[src/rtl/mem_pkg.sv]
// mem_pkg: shared types and helpers for the mem_access load/store stage.
// Contents: access size enum, stage FSM states, writeback payload struct,
// store byte-strobe and store-data lane-replication helpers.
package mem_pkg;

    typedef enum logic [1:0] {
        MSIZE_B = 2'd0,
        MSIZE_H = 2'd1,
        MSIZE_W = 2'd2
    } msize_t;

    typedef enum logic [1:0] {
        IDLE,
        REQ,
        WAIT,
        COMPLETE
    } mem_state_t;

    typedef struct packed {
        logic [31:0] result;
        logic [4:0]  writereg;
        logic        regwrite;
        logic        adel;
        logic        ades;
        logic [31:0] badvaddr;
    } mem_data_t;

    // Expects an address already at natural alignment for the size.
    function automatic logic [3:0] strobe_of(msize_t s, logic [1:0] a);
        return s == MSIZE_B ? 4'b0001 << a : s == MSIZE_H ? 4'b0011 << a : 4'b1111;
    endfunction

    function automatic logic [31:0] replicate(msize_t s, logic [31:0] d);
        return s == MSIZE_B ? {4{d[7:0]}} : s == MSIZE_H ? {2{d[15:0]}} : d;
    endfunction

endpackage

[src/rtl/load_extend.sv]
// load_extend: picks the addressed byte/half out of a read word and zero/sign-extends it.
// Ports: rdata_i read word, addr_i low address bits, size_i access size,
//        signed_i sign-extend select, data_o extended load value.
module load_extend
    import mem_pkg::*;
(
    input  logic [31:0] rdata_i,
    input  logic [1:0]  addr_i,
    input  msize_t      size_i,
    input  logic        signed_i,
    output logic [31:0] data_o
);

    logic [7:0]  b;
    logic [15:0] h;

    assign b = rdata_i[{addr_i, 3'b000} +: 8];
    // Half accesses are half-aligned here, so only addr_i[1] picks the lane.
    assign h = rdata_i[{addr_i[1], 4'b0000} +: 16];

    assign data_o = size_i == MSIZE_B ? {{24{signed_i & b[7]}}, b}
                  : size_i == MSIZE_H ? {{16{signed_i & h[15]}}, h}
                  : rdata_i;

endmodule

[src/rtl/mem_access.sv]
// mem_access: MIPS memory stage; issues bus loads/stores and registers the writeback payload.
// Ports: clk/reset (sync, active-high); flush kills the in-flight instruction;
//        in_* execute result with in_valid/in_ready handshake;
//        dreq_*/dresp_* data bus with valid/addr_ok/data_ok handshake;
//        out_* writeback payload with out_valid/out_ready; exc_* address errors;
//        stall to the hazard unit while a bus transaction is outstanding.
// Config: define LSU_MISALIGN_EXC_EN to raise address-error exceptions on
//         misaligned half/word accesses instead of masking the low address bits.
module mem_access
    import mem_pkg::*;
#(
    parameter int ADDR_W = 32,
    parameter int REG_W  = 5
) (
    input  logic              clk,
    input  logic              reset,
    input  logic              flush,
    input  logic              in_valid,
    output logic              in_ready,
    input  logic              in_memread,
    input  logic              in_memwrite,
    input  logic [1:0]        in_size,
    input  logic              in_signed,
    input  logic [ADDR_W-1:0] in_aluout,
    input  logic [ADDR_W-1:0] in_writedata,
    input  logic [REG_W-1:0]  in_writereg,
    input  logic              in_regwrite,
    output logic              dreq_valid,
    output logic              dreq_write,
    output logic [ADDR_W-1:0] dreq_addr,
    output logic [3:0]        dreq_strobe,
    output logic [ADDR_W-1:0] dreq_data,
    input  logic              dreq_addr_ok,
    input  logic              dresp_data_ok,
    input  logic [ADDR_W-1:0] dresp_data,
    output logic              out_valid,
    input  logic              out_ready,
    output logic [ADDR_W-1:0] out_result,
    output logic [REG_W-1:0]  out_writereg,
    output logic              out_regwrite,
    output logic              exc_adel,
    output logic              exc_ades,
    output logic [ADDR_W-1:0] exc_badvaddr,
    output logic              stall
);

    mem_state_t  state_q, state_d;
    logic        killed_q, killed_d;
    logic        out_valid_q, out_valid_d;
    mem_data_t   out_q, out_d;
    logic [31:0] addr_q, addr_d;
    msize_t      size_q, size_d;
    logic        signed_q, signed_d;
    logic        write_q, write_d;
    logic        regwrite_q, regwrite_d;
    logic [4:0]  writereg_q, writereg_d;
    logic [31:0] wdata_q, wdata_d;
    logic [3:0]  strobe_q, strobe_d;
    logic [31:0] rdata_q, rdata_d;

    msize_t      size;
    logic        accept, mem_op, misaligned;
    logic [31:0] addr_m, load_data;

    assign size     = msize_t'(in_size);
    assign mem_op   = in_memread | in_memwrite;
    assign in_ready = state_q == IDLE && (!out_valid_q || out_ready) && !flush;
    assign accept   = in_valid && in_ready;
    assign addr_m   = size == MSIZE_B ? in_aluout
                    : size == MSIZE_H ? {in_aluout[31:1], 1'b0}
                    : {in_aluout[31:2], 2'b00};

`ifdef LSU_MISALIGN_EXC_EN
    assign misaligned = size == MSIZE_B ? 1'b0 : size == MSIZE_H ? in_aluout[0] : |in_aluout[1:0];
`else
    assign misaligned = 1'b0;
`endif

    load_extend u_ext (
        .rdata_i (rdata_q),
        .addr_i  (addr_q[1:0]),
        .size_i  (size_q),
        .signed_i(signed_q),
        .data_o  (load_data)
    );

    always_comb begin
        state_d     = state_q;
        killed_d    = killed_q;
        out_valid_d = out_valid_q && !out_ready && !flush;
        out_d       = out_q;
        addr_d      = addr_q;
        size_d      = size_q;
        signed_d    = signed_q;
        write_d     = write_q;
        regwrite_d  = regwrite_q;
        writereg_d  = writereg_q;
        wdata_d     = wdata_q;
        strobe_d    = strobe_q;
        rdata_d     = rdata_q;
        case (state_q)
            IDLE: if (accept) begin
                if (!mem_op) begin
                    out_valid_d = 1'b1;
                    out_d = '{result: in_aluout, writereg: in_writereg, regwrite: in_regwrite,
                              adel: 1'b0, ades: 1'b0, badvaddr: '0};
                end else if (misaligned) begin
                    out_valid_d = 1'b1;
                    out_d = '{result: '0, writereg: in_writereg, regwrite: 1'b0,
                              adel: !in_memwrite, ades: in_memwrite, badvaddr: in_aluout};
                end else begin
                    state_d    = REQ;
                    addr_d     = addr_m;
                    size_d     = size;
                    signed_d   = in_signed;
                    write_d    = in_memwrite;
                    regwrite_d = in_regwrite;
                    writereg_d = in_writereg;
                    wdata_d    = replicate(size, in_writedata);
                    strobe_d   = in_memwrite ? strobe_of(size, addr_m[1:0]) : 4'b0000;
                end
            end
            // A flushed request still runs its bus handshake to the end; only the result is dropped.
            REQ: begin
                killed_d = killed_q | flush;
                if (dreq_addr_ok) begin
                    state_d = dresp_data_ok ? COMPLETE : WAIT;
                    rdata_d = dresp_data;
                end
            end
            WAIT: begin
                killed_d = killed_q | flush;
                if (dresp_data_ok) begin
                    state_d = COMPLETE;
                    rdata_d = dresp_data;
                end
            end
            default: begin
                state_d  = IDLE;
                killed_d = 1'b0;
                if (!killed_q && !flush) begin
                    out_valid_d = 1'b1;
                    out_d = '{result: write_q ? '0 : load_data, writereg: writereg_q,
                              regwrite: regwrite_q && !write_q, adel: 1'b0, ades: 1'b0, badvaddr: '0};
                end
            end
        endcase
    end

    always_ff @(posedge clk) begin
        if (reset) begin
            state_q     <= IDLE;
            killed_q    <= 1'b0;
            out_valid_q <= 1'b0;
            out_q       <= '0;
            addr_q      <= '0;
            size_q      <= MSIZE_B;
            signed_q    <= 1'b0;
            write_q     <= 1'b0;
            regwrite_q  <= 1'b0;
            writereg_q  <= '0;
            wdata_q     <= '0;
            strobe_q    <= '0;
            rdata_q     <= '0;
        end else begin
            state_q     <= state_d;
            killed_q    <= killed_d;
            out_valid_q <= out_valid_d;
            out_q       <= out_d;
            addr_q      <= addr_d;
            size_q      <= size_d;
            signed_q    <= signed_d;
            write_q     <= write_d;
            regwrite_q  <= regwrite_d;
            writereg_q  <= writereg_d;
            wdata_q     <= wdata_d;
            strobe_q    <= strobe_d;
            rdata_q     <= rdata_d;
        end
    end

    assign dreq_valid   = state_q == REQ;
    assign dreq_write   = write_q;
    assign dreq_addr    = {addr_q[31:2], 2'b00};
    assign dreq_strobe  = strobe_q;
    assign dreq_data    = wdata_q;
    assign out_valid    = out_valid_q;
    assign out_result   = out_q.result;
    assign out_writereg = out_q.writereg;
    assign out_regwrite = out_q.regwrite;
    assign exc_adel     = out_q.adel;
    assign exc_ades     = out_q.ades;
    assign exc_badvaddr = out_q.badvaddr;
    assign stall        = state_q != IDLE || (out_valid_q && !out_ready);

endmodule

[config.mk]
export PLATFORM = sky130hd
export DESIGN_NAME = mem_access
export DESIGN_NICKNAME = d
export VERILOG_FILES = /design/src/rtl/mem_pkg.sv /design/src/rtl/load_extend.sv /design/src/rtl/mem_access.sv
export SDC_FILE = /design/constraint.sdc
export NUM_CORES = 1
export LEC_CHECK = 0
export ABC_AREA = 1
export ABC_CLOCK_PERIOD_IN_PS = 3720
export CELL_PAD_IN_SITES_DETAIL_PLACEMENT = 2
export CELL_PAD_IN_SITES_GLOBAL_PLACEMENT = 2
export CORE_UTILIZATION = 27
export CTS_BUF_LIST = sky130_fd_sc_hd__clkbuf_8
export DETAILED_ROUTE_END_ITERATION = 10
export PLACE_DENSITY_LB_ADDON = 0.1
export SLEW_MARGIN = 20
export SYNTH_ARGS = -nofsm -noshare
export SYNTH_HDL_FRONTEND = slang
export SYNTH_SLANG_ARGS = --single-unit
[constraint.sdc]
create_clock -name clk -period 3.72 [get_ports clk]
set_input_delay 0.744 -clock clk [delete_from_list [all_inputs] [get_ports clk]]
set_output_delay 0.744 -clock clk [all_outputs]
set_load 0.05 [all_outputs]
==> results of run 1 <==
-- report_power, final --
group	switching [W]	internal, W	total, W
Clock	0.000708	0.000521	0.00123
Combinational	0.00268	0.00115	0.00384
Sequential	0.000336	0.00203	0.00237
-- synth_stat cells, drive strengths merged, types with 2 or more instances --
master	count	area share, %
nand2	299	14
dfxtp	152	38
ha	4	0.63
nor3	3	0.19
clkbuf	31	1.5
o21ai	76	4.9
nand4	5	0.58
clkinv	4	0.19
or2	2	0.16
buf	109	9.6
nand3	129	8.2
a21oi	90	5.8
nor2	207	10
inv	105	5.0
-- worst min-delay path by stage --
stage / start / endpoint / slack (ns)
after CTS: out_writereg[2] / out_writereg[2] / 0.48
after global placement: out_writereg[4] / out_writereg[4] / 0.45
after detailed placement: out_writereg[2] / out_writereg[2] / 0.46
final: dreq_strobe[0] / dreq_strobe[0] / 0.47
after global routing: dreq_data[23] / dreq_data[23] / 0.50
after floorplan: rdata_q[31] / rdata_q[31] / 0.45
-- routing by layer --
metal	track usage [%]	vias up	routed length, um
met2	36.9	181	15000
li1	-	4025	-
met3	5.55	21	2050
met5	0	-	13
met1	24.3	3933	13100
met4	4.79	2	337
-- cell families after synthesis --
group,Yosys count
AND/OR/NAND/NOR,646
buffers and inverters,249
AO/OA/AOI/OAI,168
flip-flops,152
adder cells (fa/ha/maj),4
other,1
-- state kept, by name (all words and copies together), names as in the netlist, 2 cells and up --
signal / cells
dreq_data: 32
rdata_q: 32
out_writereg: 5
out_result: 32
writereg_q: 5
state_q: 2
size_q: 2
dreq_strobe: 4
addr_q: 32
-- cell type report --
| type | instances | share of cell area, % |
|---|---|---|
| multi-input cells | 854 | 36.1 |
| flip-flops and latches | 152 | 29.3 |
| repair buffers | 237 | 22.4 |
| well taps | 384 | 4.63 |
| inverters | 109 | 3.97 |
| clock buffers | 20 | 2.65 |
| clock inverters | 12 | 0.904 |
| diodes | 1 | 0.0241 |
-- worst max-delay path, stage by stage --
cell and delay [ns]:
clkdlybuf4s50_1 0.45, inv_1 0.04, nand2_1 0.13, nand2_1 0.10
nor2_1 0.10, clkdlybuf4s50_1 0.81
-- through the flow --
| stage | area, um^2 | hold WS, ns | setup WS [ns] | util (%) | power (W) |
|---|---|---|---|---|---|
| finish | 10400 | 0.474 | 0.599 | 36.0 | 0.00744 |
| global route | 10400 | 0.503 | 0.492 | 36.0 | 0.00797 |
| CTS | 10400 | 0.480 | 0.573 | 36.0 | 0.00756 |
| detailed placement | 10000 | 0.461 | 0.576 | 34.7 | 0.00629 |
| global placement | 10000 | 0.451 | 0.595 | 34.7 | 0.00620 |
| floorplan | 8080 | 0.450 | 0.833 | - | 0.00508 |
==> flow_metrics.py, run 1 <==
metrics = {
    "sta": {
        "drv_slew": 0,
        "setup-tns-final_ns": 0,
        "skew_ns": 0.0177,
        "grt_setup_unrepaired": "no",
        "fin_crit_ns": 3.12,
        "setup_viol": 0,
        "max_clock_freq_mhz": 320,
        "max_slew_margin_pct": 41.7,
        "worstMarginPinSlew_ns": 0.874,
        "final_hold_viol_count": 0,
        "min_period_over_period_pct": 83.9,
    },
    "route": {
        "drt_first_pass_iters": 4,
        "ant_nets": 0,
        "wl_per_cell_um": 17.2,
        "drt-initial-drc-count": 282,
        "totalWireLength_um": 30400,
        "num_vias": 8162,
        "post_drt_via_cell_ratio": 4.61,
        "drc_errors": 0,
    },
    "grt": {
        "track_usage_pct": 20.6,
        "grt_pass1_vias": 8747,
        "grt_overflow": 0,
        "grt_max_degree": 86,
        "antenna_found_initial": 1,
        "grt_first_pass_wirelength_um": 48800,
    },
    "placement": {
        "port_buffers": 222,
        "dp.cells": 1736,
        "detailed_place_hpwl_um": 22300,
        "globalplace.congestion": 0.780,
    },
    "layout": {
        "ff_latch_area_mm2": 0.00304,
        "final_common_cell": "nand2_1",
        "finalNonFillerCells": 1769,
        "multi_input_area_mm2": 0.00374,
        "drive_above_1_share_pct": 4.91,
        "final_cell_mix": "294 x nand2_1, 221 x clkdlybuf4s50_1, 202 x nor2_1",
        "nets": 1489,
        "area_growth_syn_to_layout_pct": 30.7,
        "fillers": 3503,
    },
    "critical_path": {
        "r2r-start": "state_q[0]",
        "cp-endpoint": "in_ready",
        "crit_path_start_kind": "primary input",
        "reg2reg_to": "out_result[7]",
        "reg2reg_slack_ns": 1.28,
        "cp-end-kind": "primary output",
        "crit_path_start": "out_ready",
        "ff2ff_path_depth": 9,
        "worstPathRequired_ns": 2.98,
        "critPathMaxFanout": 3,
        "path_class": "in -> out",
        "crit_arrival_ns": 2.38,
    },
    "cts": {
        "htree_levels": 4,
        "clock-root-buffer": "clkbuf_8",
        "cts_tree": "built",
        "post_cts_buffers": 0,
        "cts.repair.resized": 0,
        "cts-hold-fix-buffers": 0,
        "cts_buffers": 17,
        "cts_buffer_depth": 2,
        "clk_latency_ns": 0.46,
        "clk_pin_slew_ns": 0.09,
        "cts.sinks": 152,
    },
    "synth": {
        "synth-compound-area-share_pct": 10.9,
        "synth_edf_count": 0,
        "ys_ff_latch": 152,
        "synth_fa_ha_area_share_pct": 0.630,
        "async_reset_ff_share_pct": 0,
        "synth_ff_type": "dfxtp_1",
        "synth_xor_area_share_pct": 0,
        "ys_seq_area_share_pct": 38.3,
        "syn_avg_cell_area_um2": 6.51,
        "synth_top_family_by_area": "simple AND/OR/NAND/NOR gates",
        "yosys.area_share.simple_pct": 33.9,
        "syn_inst": 1220,
        "synthMuxAreaShare_pct": 0,
        "syn-cell-area_mm2": 0.00794,
        "synthDistinctLibCells": 33,
        "ys_warn_count": 0,
    },
    "pwr": {
        "leakage_nw": 4.51,
        "peakVddDrop_v": 0.000253,
        "power_density_mw_per_mm2": 716,
    },
    "status": {
        "status": "finished clean",
    },
    "floorplan": {
        "start_util_pct": 27.5,
        "std_cell_rows": 62,
        "die_h_um": 174,
        "num_io_pins": 259,
        "fp.dieW_um": 174,
        "core_mm2": 0.0289,
        "die-area_mm2": 0.0301,
    },
    "worst_hold_path": {
        "hold_depth": 2,
        "hold_path_class": "reg -> reg",
    },
    "run": {
        "maxCapViolations": 0,
    },
}
Note: power is estimated with default switching activity, not from simulation.
==> run 2, diff against run 1 <==
--- a/config.mk
+++ b/config.mk
@@ -6,10 +6,10 @@
 export NUM_CORES = 1
 export LEC_CHECK = 0
 export ABC_AREA = 1
-export ABC_CLOCK_PERIOD_IN_PS = 3720
+export ABC_CLOCK_PERIOD_IN_PS = 2500
 export CELL_PAD_IN_SITES_DETAIL_PLACEMENT = 2
 export CELL_PAD_IN_SITES_GLOBAL_PLACEMENT = 2
-export CORE_UTILIZATION = 27
+export CORE_UTILIZATION = 22
 export CTS_BUF_LIST = sky130_fd_sc_hd__clkbuf_8
 export DETAILED_ROUTE_END_ITERATION = 10
 export PLACE_DENSITY_LB_ADDON = 0.1
==> constraint.sdc (replaced) <==
create_clock -name clk -period 2.5 [get_ports clk]
set_input_delay 0.5 -clock clk [delete_from_list [all_inputs] [get_ports clk]]
set_output_delay 0.5 -clock clk [all_outputs]
set_load 0.05 [all_outputs]
==> run 2 against run 1 <==
  * Via count decreased by 0.89%
  * Critical path type is now reg -> out
  * Utilization decreased by 5.9 points
  * Critical path depth decreased by 1
  * Power increased by 55%
  * Final cell count increased by 4.8%
  * Clock skew decreased by 0.0019 ns
  * Register-to-register slack got worse by 0.89 ns
  * Largest power group unchanged
  * Flip-flop and latch count unchanged
==> flow_metrics.py, run 2 (synthesis gave the netlist of run 1 again) <==
metrics = {
    "layout": {
        "final_common_cell": "nand2_1",
        "drive_above_1_share_pct": 5.81,
        "diodes": 0,
        "final_cell_mix": "294 x nand2_1, 218 x clkdlybuf4s50_1, 201 x nor2_1",
        "nets": 1501,
        "area_growth_syn_to_layout_pct": 34.7,
        "post-route-util_pct": 30.1,
    },
    "critical_path": {
        "cp-end-kind": "primary output",
        "r2r-start": "state_q[1]",
        "path_class": "reg -> out",
        "critPathMaxFanout": 11,
        "cp-endpoint": "in_ready",
        "crit_path_start_kind": "register",
        "reg2reg_to": "out_result[8]",
        "crit_arrival_ns": 1.78,
        "crit_path_start": "state_q[1]",
        "ff2ff_path_depth": 8,
        "reg2reg_slack_ns": 0.39,
        "worstPathRequired_ns": 2.00,
    },
    "pwr": {
        "power_frac_comb_pct": 51.3,
        "power_density_mw_per_mm2": 1080,
        "peakVddDrop_v": 0.000434,
        "power_w": 0.0116,
        "p_int_w": 0.00600,
        "leakage_nw": 4.65,
        "p_seq_share_pct": 30.7,
        "clockPowerShare_pct": 17.9,
        "p_sw_w": 0.00556,
        "switching_share_pct": 48.1,
    },
    "floorplan": {
        "die_h_um": 192,
        "num_io_pins": 259,
        "start_util_pct": 22.3,
        "core_mm2": 0.0356,
        "fp.dieW_um": 192,
        "std_cell_rows": 69,
        "die-area_mm2": 0.0369,
    },
    "cts": {
        "cts_buffer_depth": 2,
        "cts.sinks": 152,
        "htree_levels": 4,
        "clock-root-buffer": "clkbuf_8",
        "clk_latency_ns": 0.47,
        "post_cts_buffers": 0,
        "cts_buffers": 17,
        "cts-hold-fix-buffers": 0,
        "cts_tree": "built",
        "clk_pin_slew_ns": 0.09,
    },
    "placement": {
        "detailed_place_hpwl_um": 24000,
        "port_buffers": 222,
        "globalplace.congestion": 0.786,
    },
    "sta": {
        "drv_slew": 0,
        "grt_setup_unrepaired": "no",
        "skew_ns": 0.0158,
        "max_clock_freq_mhz": 438,
        "setup_viol": 0,
        "worstMarginPinSlew_ns": 0.718,
        "min_period_over_period_pct": 91.3,
        "hold_ws_ns": 0.465,
        "max_slew_margin_pct": 52.1,
        "final_hold_viol_count": 0,
        "fin_crit_ns": 2.28,
        "setup-tns-final_ns": 0,
    },
    "run": {
        "maxCapViolations": 0,
    },
    "route": {
        "num_vias": 8089,
        "post_drt_via_cell_ratio": 4.36,
        "wl_per_cell_um": 17.4,
        "drt_first_pass_iters": 4,
        "totalWireLength_um": 32300,
        "ant_nets": 0,
        "drt-initial-drc-count": 207,
        "drc_errors": 0,
    },
    "grt": {
        "grt_first_pass_wirelength_um": 49500,
        "grt_max_degree": 62,
        "antenna_found_initial": 1,
        "track_usage_pct": 17.7,
        "grt_pass1_vias": 8695,
        "grt_overflow": 0,
    },
    "worst_hold_path": {
        "hold_path_class": "reg -> reg",
        "hold_depth": 2,
    },
    "status": {
        "status": "finished clean",
    },
}
-- run 2: cell types whose count changed in the layout (fill, tap and decap cells not counted), sizes merged, moves of 3 or more --
cell,change
clkdlybuf4s50,-3
clkinvlp,-4
bufinv,+3
buf,+14
inv,-4
-- run 2: metal layers --
| metal | vias up | track usage, % | wire (um) |
|---|---|---|---|
| li1 | 4037 | - | - |
| met1 | 3861 | 21.4 | 14500 |
| met2 | 172 | 30.8 | 15700 |
| met3 | 17 | 5.02 | 1860 |
| met4 | 2 | 3.79 | 265 |
| met5 | - | 0 | 12 |
-- run 2: worst max-delay path: stages, from the launching register on --
cell and delay (ns):
dfxtp_1 0.34, inv_1 0.11, ha_2 0.36, nand2_1 0.19, nor2_2 0.16, buf_12 0.15
-- run 2: what timing repair did --
item	in CTS	in global routing
setup endpoints to repair	1	0
gates resized for setup	1	0
endpoints found under the hold margin	0	0
-- run 2: worst min path at each step --
stage / from / endpoint / slack [ns]
after global placement: out_writereg[0] / out_writereg[0] / 0.45
after floorplan: rdata_q[31] / rdata_q[31] / 0.45
after detailed placement: out_writereg[3] / out_writereg[3] / 0.46
after global routing: out_regwrite / out_regwrite / 0.49
final: out_regwrite / out_regwrite / 0.46
after CTS: out_writereg[3] / out_writereg[3] / 0.47
-- run 2: power groups by stage --
| stage | Sequential (W) | Combinational, W | Clock [W] |
|---|---|---|---|
| 6_report | 0.00355 | 0.00594 | 0.00207 |
| 5_1_grt | 0.00364 | 0.00652 | 0.00226 |
| 4_1_cts | 0.00357 | 0.00607 | 0.00218 |
| 3_5_place_dp | 0.00362 | 0.00606 | 0 |
| 3_3_place_gp | 0.00362 | 0.00597 | 0 |
| 2_1_floorplan | 0.00441 | 0.00315 | 0 |
-- run 2: cell type report --
type / instances / area (um^2)
Clock buffer: 21 / 289
Clock inverter: 8 / 121
Fill cell: 4301 / 24900
Inverter: 109 / 412
Multi-Input combinational cell: 854 / 3750
Sequential cell: 152 / 3040
Tap cell: 461 / 577
Timing Repair Buffer: 249 / 2510
-- run 2: per-stage QoR --
stage	area, um^2	cells	setup WS (ns)
global route	10700	1854	0.0805
floorplan	8080	1255	0.0770
CTS	10700	1854	0.135
detailed placement	10300	1825	0.219
global placement	10300	1825	0.310
finish	10700	1854	0.217
